--- config.mk ---
export PLATFORM = sky130hd
export DESIGN_NAME = keccak_unpadder
export DESIGN_NICKNAME = d
export VERILOG_FILES = /design/src/rtl/keccak_unpadder.sv
export SDC_FILE = /design/constraint.sdc
export NUM_CORES = 1
export LEC_CHECK = 0
export BUFFER_PORTS_ARGS = -buffer_cell sky130_fd_sc_hd__buf_2
export CAP_MARGIN = 20
export CORE_MARGIN = 5
export CORE_UTILIZATION = 61
export DETAILED_ROUTE_END_ITERATION = 10
export GPL_TIMING_DRIVEN = 0
export PLACE_DENSITY = 0.92
export SYNTH_ARGS = -nofsm -noshare
export SYNTH_HDL_FRONTEND = slang
export SYNTH_SLANG_ARGS = --single-unit
export TNS_END_PERCENT = 100
--- constraint.sdc ---
create_clock -name clk -period 8.5 [get_ports clk]
set_input_delay 1.7 -clock clk [delete_from_list [all_inputs] [get_ports clk]]
set_output_delay 1.7 -clock clk [all_outputs]
set_load 0.02 [all_outputs]
--- src/rtl/keccak_unpadder.sv ---
// ---------------------------------------------------------------------------
// keccak_unpadder
//
// Receive-side inverse of the SHA-3 32-bit pad stage. Words of non-final
// rate blocks pass straight through. In the final block the 0x01 ... 0x80
// pad is stripped. Only message bytes are emitted. The last message word
// carries is_last/byte_num with the same encoding the pad stage consumes.
//
// Because a word of the form "..01 00 00" might be either the pad start or
// ordinary data, such a candidate is held back. Any following all-zero
// words are only counted. If the last word of the block arrives while
// still holding, the candidate was the pad start. If a non-zero word
// arrives first, the candidate and the counted zeros are replayed as plain
// data.
//
// Ports
//   clk, reset            clock (rising edge) and async active-high reset
//   in, in_valid,         padded input word (byte 0 = in[31:24]), valid,
//   in_final, in_ready    final-block marker and combinational ready
//   out, out_valid,       registered message word, valid,
//   out_ready             sink ready
//   is_last, byte_num     last message word marker / valid byte count 0..3
//   pad_error             sticky malformed-padding flag
// ---------------------------------------------------------------------------
module keccak_unpadder #(
    parameter int RATE_WORDS = 34
) (
    input  logic        clk,
    input  logic        reset,
    input  logic [31:0] in,
    input  logic        in_valid,
    input  logic        in_final,
    output logic        in_ready,
    output logic [31:0] out,
    output logic        out_valid,
    input  logic        out_ready,
    output logic        is_last,
    output logic [1:0]  byte_num,
    output logic        pad_error
);

    typedef enum logic [1:0] {
        ST_PASS,
        ST_HOLD,
        ST_REPLAY,
        ST_DONE
    } state_t;

    localparam logic [5:0] LAST_IDX = 6'(RATE_WORDS - 1);

    state_t      state_q, state_d;
    logic [5:0]  idx_q, idx_d;
    logic [5:0]  zcnt_q, zcnt_d;
    logic [31:0] cand_q, cand_d;
    logic [1:0]  k_q, k_d;
    logic        replay_first_q, replay_first_d;
    logic [31:0] out_q, out_d;
    logic        out_valid_q, out_valid_d;
    logic        is_last_q, is_last_d;
    logic [1:0]  byte_num_q, byte_num_d;
    logic        pad_error_q, pad_error_d;

    logic        at_last_idx;
    logic        load_ok;
    logic        accept;
    logic [31:0] word_c;
    logic        is_zero;
    logic        is_cand;
    logic [1:0]  cand_k;

    // Zero bytes k..3 of a word, leaving only the message bytes before the
    // pad start.
    function automatic logic [31:0] strip_pad(input logic [31:0] w, input logic [1:0] k);
        logic [31:0] r;
        case (k)
            2'd0:    r = 32'h0000_0000;
            2'd1:    r = w & 32'hFF00_0000;
            2'd2:    r = w & 32'hFFFF_0000;
            default: r = w & 32'hFFFF_FF00;
        endcase
        return r;
    endfunction

    // Word classification. The final word of a final block has its closing
    // 0x80 bit removed before it is classified. Candidates are searched from
    // byte 3 down so that at most one k can match.
    always_comb begin
        at_last_idx = (idx_q == LAST_IDX);
        word_c      = in;
        if (in_final && at_last_idx) begin
            word_c[7] = 1'b0;
        end
        is_zero = (word_c == 32'h0000_0000);
        is_cand = 1'b0;
        cand_k  = 2'd0;
        if (word_c[7:0] == 8'h01) begin
            is_cand = 1'b1;
            cand_k  = 2'd3;
        end else if (word_c[7:0] == 8'h00 && word_c[15:8] == 8'h01) begin
            is_cand = 1'b1;
            cand_k  = 2'd2;
        end else if (word_c[15:0] == 16'h0000 && word_c[23:16] == 8'h01) begin
            is_cand = 1'b1;
            cand_k  = 2'd1;
        end else if (word_c[23:0] == 24'h00_0000 && word_c[31:24] == 8'h01) begin
            is_cand = 1'b1;
            cand_k  = 2'd0;
        end
    end

    // Next-state and output-register logic. The single output register may
    // only be reloaded once its current word has been taken, or if it is empty.
    always_comb begin
        load_ok        = !out_valid_q || out_ready;
        in_ready       = 1'b0;
        accept         = 1'b0;
        state_d        = state_q;
        idx_d          = idx_q;
        zcnt_d         = zcnt_q;
        cand_d         = cand_q;
        k_d            = k_q;
        replay_first_d = replay_first_q;
        out_d          = out_q;
        out_valid_d    = out_valid_q && !out_ready;
        is_last_d      = is_last_q;
        byte_num_d     = byte_num_q;
        pad_error_d    = pad_error_q;

        case (state_q)
            ST_PASS: begin
                in_ready = load_ok;
                accept   = in_valid && in_ready;
                if (accept) begin
                    idx_d = at_last_idx ? 6'd0 : idx_q + 6'd1;
                    if (!in_final) begin
                        out_d       = in;
                        out_valid_d = 1'b1;
                        is_last_d   = 1'b0;
                        byte_num_d  = 2'd0;
                    end else begin
                        if (at_last_idx && !in[7]) begin
                            pad_error_d = 1'b1;
                        end
                        if (is_cand && at_last_idx) begin
                            out_d       = strip_pad(word_c, cand_k);
                            out_valid_d = 1'b1;
                            is_last_d   = 1'b1;
                            byte_num_d  = cand_k;
                            state_d     = ST_DONE;
                        end else if (is_cand) begin
                            cand_d  = word_c;
                            k_d     = cand_k;
                            zcnt_d  = 6'd0;
                            state_d = ST_HOLD;
                        end else if (at_last_idx) begin
                            // No pad start anywhere in the block.
                            pad_error_d = 1'b1;
                            out_d       = 32'h0000_0000;
                            out_valid_d = 1'b1;
                            is_last_d   = 1'b1;
                            byte_num_d  = 2'd0;
                            state_d     = ST_DONE;
                        end else begin
                            out_d       = word_c;
                            out_valid_d = 1'b1;
                            is_last_d   = 1'b0;
                            byte_num_d  = 2'd0;
                        end
                    end
                end
            end

            ST_HOLD: begin
                // A non-zero word is left on the input. It is processed in PASS
                // once the held words have been replayed.
                in_ready = load_ok && is_zero;
                accept   = in_valid && in_ready;
                if (accept) begin
                    idx_d = at_last_idx ? 6'd0 : idx_q + 6'd1;
                    if (at_last_idx) begin
                        if (!in[7]) begin
                            pad_error_d = 1'b1;
                        end
                        out_d       = strip_pad(cand_q, k_q);
                        out_valid_d = 1'b1;
                        is_last_d   = 1'b1;
                        byte_num_d  = k_q;
                        state_d     = ST_DONE;
                    end else begin
                        zcnt_d = zcnt_q + 6'd1;
                    end
                end else if (in_valid && !is_zero) begin
                    replay_first_d = 1'b1;
                    state_d        = ST_REPLAY;
                end
            end

            ST_REPLAY: begin
                if (load_ok) begin
                    out_valid_d = 1'b1;
                    is_last_d   = 1'b0;
                    byte_num_d  = 2'd0;
                    if (replay_first_q) begin
                        out_d          = cand_q;
                        replay_first_d = 1'b0;
                        if (zcnt_q == 6'd0) begin
                            state_d = ST_PASS;
                        end
                    end else begin
                        out_d  = 32'h0000_0000;
                        zcnt_d = zcnt_q - 6'd1;
                        if (zcnt_q == 6'd1) begin
                            state_d = ST_PASS;
                        end
                    end
                end
            end

            ST_DONE: begin
                if (out_valid_q && out_ready) begin
                    idx_d   = 6'd0;
                    state_d = ST_PASS;
                end
            end

            default: begin
                state_d = ST_PASS;
            end
        endcase
    end

    // State and output registers; reset discards any partial block.
    always_ff @(posedge clk or posedge reset) begin
        if (reset) begin
            state_q        <= ST_PASS;
            idx_q          <= 6'd0;
            zcnt_q         <= 6'd0;
            cand_q         <= 32'h0000_0000;
            k_q            <= 2'd0;
            replay_first_q <= 1'b0;
            out_q          <= 32'h0000_0000;
            out_valid_q    <= 1'b0;
            is_last_q      <= 1'b0;
            byte_num_q     <= 2'd0;
            pad_error_q    <= 1'b0;
        end else begin
            state_q        <= state_d;
            idx_q          <= idx_d;
            zcnt_q         <= zcnt_d;
            cand_q         <= cand_d;
            k_q            <= k_d;
            replay_first_q <= replay_first_d;
            out_q          <= out_d;
            out_valid_q    <= out_valid_d;
            is_last_q      <= is_last_d;
            byte_num_q     <= byte_num_d;
            pad_error_q    <= pad_error_d;
        end
    end

    assign out       = out_q;
    assign out_valid = out_valid_q;
    assign is_last   = is_last_q;
    assign byte_num  = byte_num_q;
    assign pad_error = pad_error_q;

endmodule

## Word level (Yosys, flattened, before mapping)

Cells that the tools add are included.

- Bits in registers: 86
- Input port bits: 37
- Output and inout port bits: 38
- Logic and storage cells: 167

- Add/subtract/negate cells: 3
- Eq/ne operators: 30
- Mux-type cells: 86
- Bitwise gates (word level): 1
- Reductions and logical operators: 36

Operators with widths:

| operator | count |
|---|---|
| $mux W32 | 9 |
| $pmux W32 S3 | 3 |
| $mux W6 | 12 |
| $mux W2 | 21 |
| $pmux W6 S3 | 2 |
| $eq A8 B1 Y1 const B | 4 |
| $logic_not A32 Y1 | 1 |
| $mux W1 | 32 |
| $ne A2 B2 Y1 const B | 13 |
| $logic_not A24 Y1 | 1 |
| $logic_not A16 Y1 | 1 |
| $add A6 B1 Y6 const B | 2 |
| $logic_and A1 B1 Y1 | 12 |
| $reduce_and A6 Y1 | 2 |
| $ne A3 B3 Y1 const B | 3 |
| $reduce_and A9 Y1 | 1 |
| $eq A2 B2 Y1 const B | 4 |
| $logic_not A8 Y1 | 1 |
| $pmux W2 S4 | 1 |
| $reduce_and A4 Y1 | 2 |
| $reduce_and A7 Y1 | 1 |
| $eq A2 B1 Y1 const B | 3 |
| $eq A6 B1 Y1 const B | 1 |
| $eq A6 B6 Y1 const B | 1 |
| 13 further kinds | 23 |

## Longest topological paths before layout

- Word-level depth: 14
- Depth in mapped cells: 10
- Mapped depth without buffers: 8

## Worst setup path after synthesis

Ideal clock, no wire load.

- Kind: input to output
- From: input in[0]
- To: output in_ready
- Arrival: 3,078 ps
- Data required time: 6,800 ps
- Slack: 3,722 ps
- Stages: 5
- Buffers on the path: 1
- Cells stage by stage: clkbuf_1 -> or4_1 -> nor3_1 -> nand2_1 -> a21oi_1

- Cells in the longest elaborated chain, start to end: 3

Ends and longest elaborated chain:

| element | line | text |
|---|---|---|
| start, declared | 30 | `input logic [31:0] in,` |
| $logic_not A32 Y1 | 93 | `is_zero = (word_c == 32'h0000_0000);` |
| $logic_and A1 B1 Y1 | 176 | `in_ready = load_ok && is_zero;` |
| $pmux W1 S2 | 129 | `case (state_q)` |
| end, declared | 33 | `output logic in_ready,` |

Every way passes these cells.

## Worst setup path after layout

- From: input in[8]
- To: output in_ready

Same word-level chain as after synthesis.

==> flow_summary_export.csv <==
group,metric,value,unit
finish,syn2layout_area_growth,16.52,%
finish,nFillCells,540,
global_route,grt-ovfl-total,0,
finish,fin_util,73.10,%
die,ios,75,
synth,ys.flop_type,"dfrtp_1",
clock_tree,cts_setup_buffers,0,
critical_path,worstReg2RegStart,"idx_q[1]",
synth,synth_nets,456,
critical_path,worstReg2RegEnd,"out[26]",
die,start_util,62.73,%
synth,synth_top_cell_area_share,47.05,%
synth,synth_seq_cells,86,
sta,hold_ws,471.2,ps
synth,post-synth-top-count-cell,"dfrtp_1",
clock_tree,cts_resized,0,
job,cap_violations,0,
finish,finalNetCount,541,
finish,design_area,5330,um^2
synth,syn_inst,409,
routing,drtIter0Drc,337,
critical_path,cp-end-kind,"primary output",
finish,drive_above_1_share,26.85,%
die,core_area,7292,um^2
critical_path,worstPathCellList,"buf_2 > nor4_1 > nand4_1 > nor3_1 > nand2_1 > a21oi_1 > buf_2",
placement,hpwl,8.421,mm
clock_tree,clk_latency,360,ps
critical_path,path_class,"primary input to primary output",
critical_path,reg2regPathDepth,9,
routing,totalWireLength,11.61,mm
sta,fin_setup_tns,0,ps
clock_tree,htreeDepth,3,
synth,ys_warn_count,0,
clock_tree,clkSinkCount,86,
power,p_leak,2.584,nW
die,rows,31,
sta,worstMarginPinSlew,825.3,ps
placement,routabilityCongestion,0.9024,
die,die_h,96.60,um
critical_path,critPathTopFamily,"simple AND/OR/NAND/NOR gates",
routing,drt_pre_antenna_iters,5,
run_status,outcome,"complete, no violations",
finish,diodes,0,
clock_tree,cts_root_buf,"clkbuf_8",
power,vdd_drop_max,0.1010,mV
synth,synth_edf_count,0,
sta,rsz0062_at_grt,"false",
power,power_density,149.8,nW/um^2
critical_path,start_kind,"primary input",
synth,avgSynthCellArea,11.18,um^2
critical_path,arrival,3670,ps
power,totalPowerFinal,798.7,uW
sta,relSlewSlack,44.98,%
sta,slew_violations,0,
synth,synthArstFlopShare,100.0,%
synth,synthTopCellsByCount,"dfrtp_1 (86), mux2_1 (34), a22o_1 (32)",
routing,drc,0,
critical_path,crit_required,6800,ps
clock_tree,cts_hold_buf,0,
synth,synth_area_leaders,"dfrtp_1 (47%), mux2_1 (8.4%), mux2_2 (7.4%)",
global_route,grt_pass1_vias,3830,
sta,fmax,186.2,MHz
routing,wire_per_inst,19.41,um
die,dieArea,9331,um^2
synth,synth_top_area_cell,"dfrtp_1",
critical_path,crit_end,"in_ready",
global_route,grt_max_degree,53,
placement,io_buffers,73,
placement,dpl_cell_area,5094,um^2
critical_path,ff2ff_setup_slack,5370,ps
critical_path,crit_fanout,4,
critical_path,crit_buf_inv,2,
die,die_x,96.60,um
sta,min_period_over_period,63.17,%
critical_path,crit_start,"in[8]",
clock_tree,cts_tree,"yes",
routing,ant_nets,0,
routing,via_count,3815,
critical_path,cp_num_cells,7,
critical_path,slowest_delay,590,ps
synth,seq_area_frac_synth,47.05,%
sta,layout_min_cycle_time,5369,ps
sta,finalClockSkew,12.01,ps
clock_tree,cts_inserted_buffers,9,
clock_tree,clk_pin_slew,100,ps
global_route,grt_usage,26.25,%
sta,hold_viol,0,
global_route,antenna_found_initial,0,
synth,synth_cell_type_count,55,
clock_tree,clk_path_buf_depth,2,
min_path,hold_class,"flip-flop to flip-flop",
critical_path,crit_top_cell,"buf_2",
routing,via_per_inst,6.380,
sta,finalSetupViolations,0,
critical_path,critPathSlowestCell,"nor3_1",
min_path,hold_depth,1,
global_route,grt_pass1_wl,18.71,mm
synth,netlist_area,4574,um^2
==> logic make-up after synthesis <==
kind of cell | share of synthesized area [%]
AOI/OAI and AO/OA | 18.52
buffers and inverters | 3.501
DFF | 47.05
muxes | 16.63
and+or+nand+nor | 11.57
adders and majority gates | 2.735
==> routing by layer <==
metal / vias to the layer above / track usage, % / share of wire [%]
met1: 1859 / 34.01 / 42
met2: 189 / 43.05 / 48
li1: 1726 / - / -
met5: - / 0 / 0
met4: 0 / 11.45 / 3.1
met3: 41 / 5.035 / 6.7
==> placed cells by master, fill, tap and decap left out, drive strengths merged, types with 9 or more instances in the layout <==
master,synthesis,final
nand2,23,23
a21oi,17,17
clkbuf,14,23
nor2,12,12
nand3,9,9
dfrtp,86,86
and2,10,10
ha,10,10
inv,16,19
o21ai,12,12
buf,6,80
a22o,32,32
mux2,64,64
==> registers in the layout (all words and copies together), names as in the netlist <==
register,flops
k_q,2
out,32
zcnt_q,6
replay_first_q,1
out_valid,1
pad_error,1
byte_num,2
cand_q,32
state_q,2
idx_q,6
is_last,1
==> stage by stage <==
stage                     instances  setup WS [ps]
final                           598           3131
after global routing            598           3044
after CTS                       598           3248
after detailed placement        582           3287
after global placement          581           3329
after floorplan                 409           3722
==> worst register-to-register path, delay by kind of cell, from the launching register on <==
| family | cells | cell delay, ps |
|---|---|---|
| simple gates | 3 | 1100 |
| fa+ha+maj | 1 | 140 |
| mux | 1 | 340 |
| buf+inv | 2 | 310 |
| flops | 1 | 420 |
| compound gates | 2 | 690 |
==> report_power, final <==
part	leakage [nW]	internal, mW	switching (mW)	total (mW)
combinational	1.36	0.0193	0.0294	0.0488
sequential	1.11	0.413	0.00196	0.415
clock	0.115	0.172	0.163	0.335
==> how the worst min path moves through the flow <==
stage | startpoint | end | slack (ps)
detailed placement | pad_error | pad_error | 450
floorplan | cand_q[1] | cand_q[1] | 450
global route | pad_error | pad_error | 490
global placement | pad_error | pad_error | 450
finish | pad_error | pad_error | 470
CTS | pad_error | pad_error | 470
==> final cells by class <==
cell class	instances	area (um^2)	share of cell area [%]
Buffer	20	100.1	1.878
Clock buffer	9	123.9	2.324
Tap cell	99	123.9	2.324
Sequential cell	86	2152	40.38
Clock inverter	7	112.6	2.113
Multi-Input combinational cell	287	2262	42.44
Inverter	16	62.56	1.174
Timing Repair Buffer	74	392.9	7.371
Power figures use the tool's default switching activity.
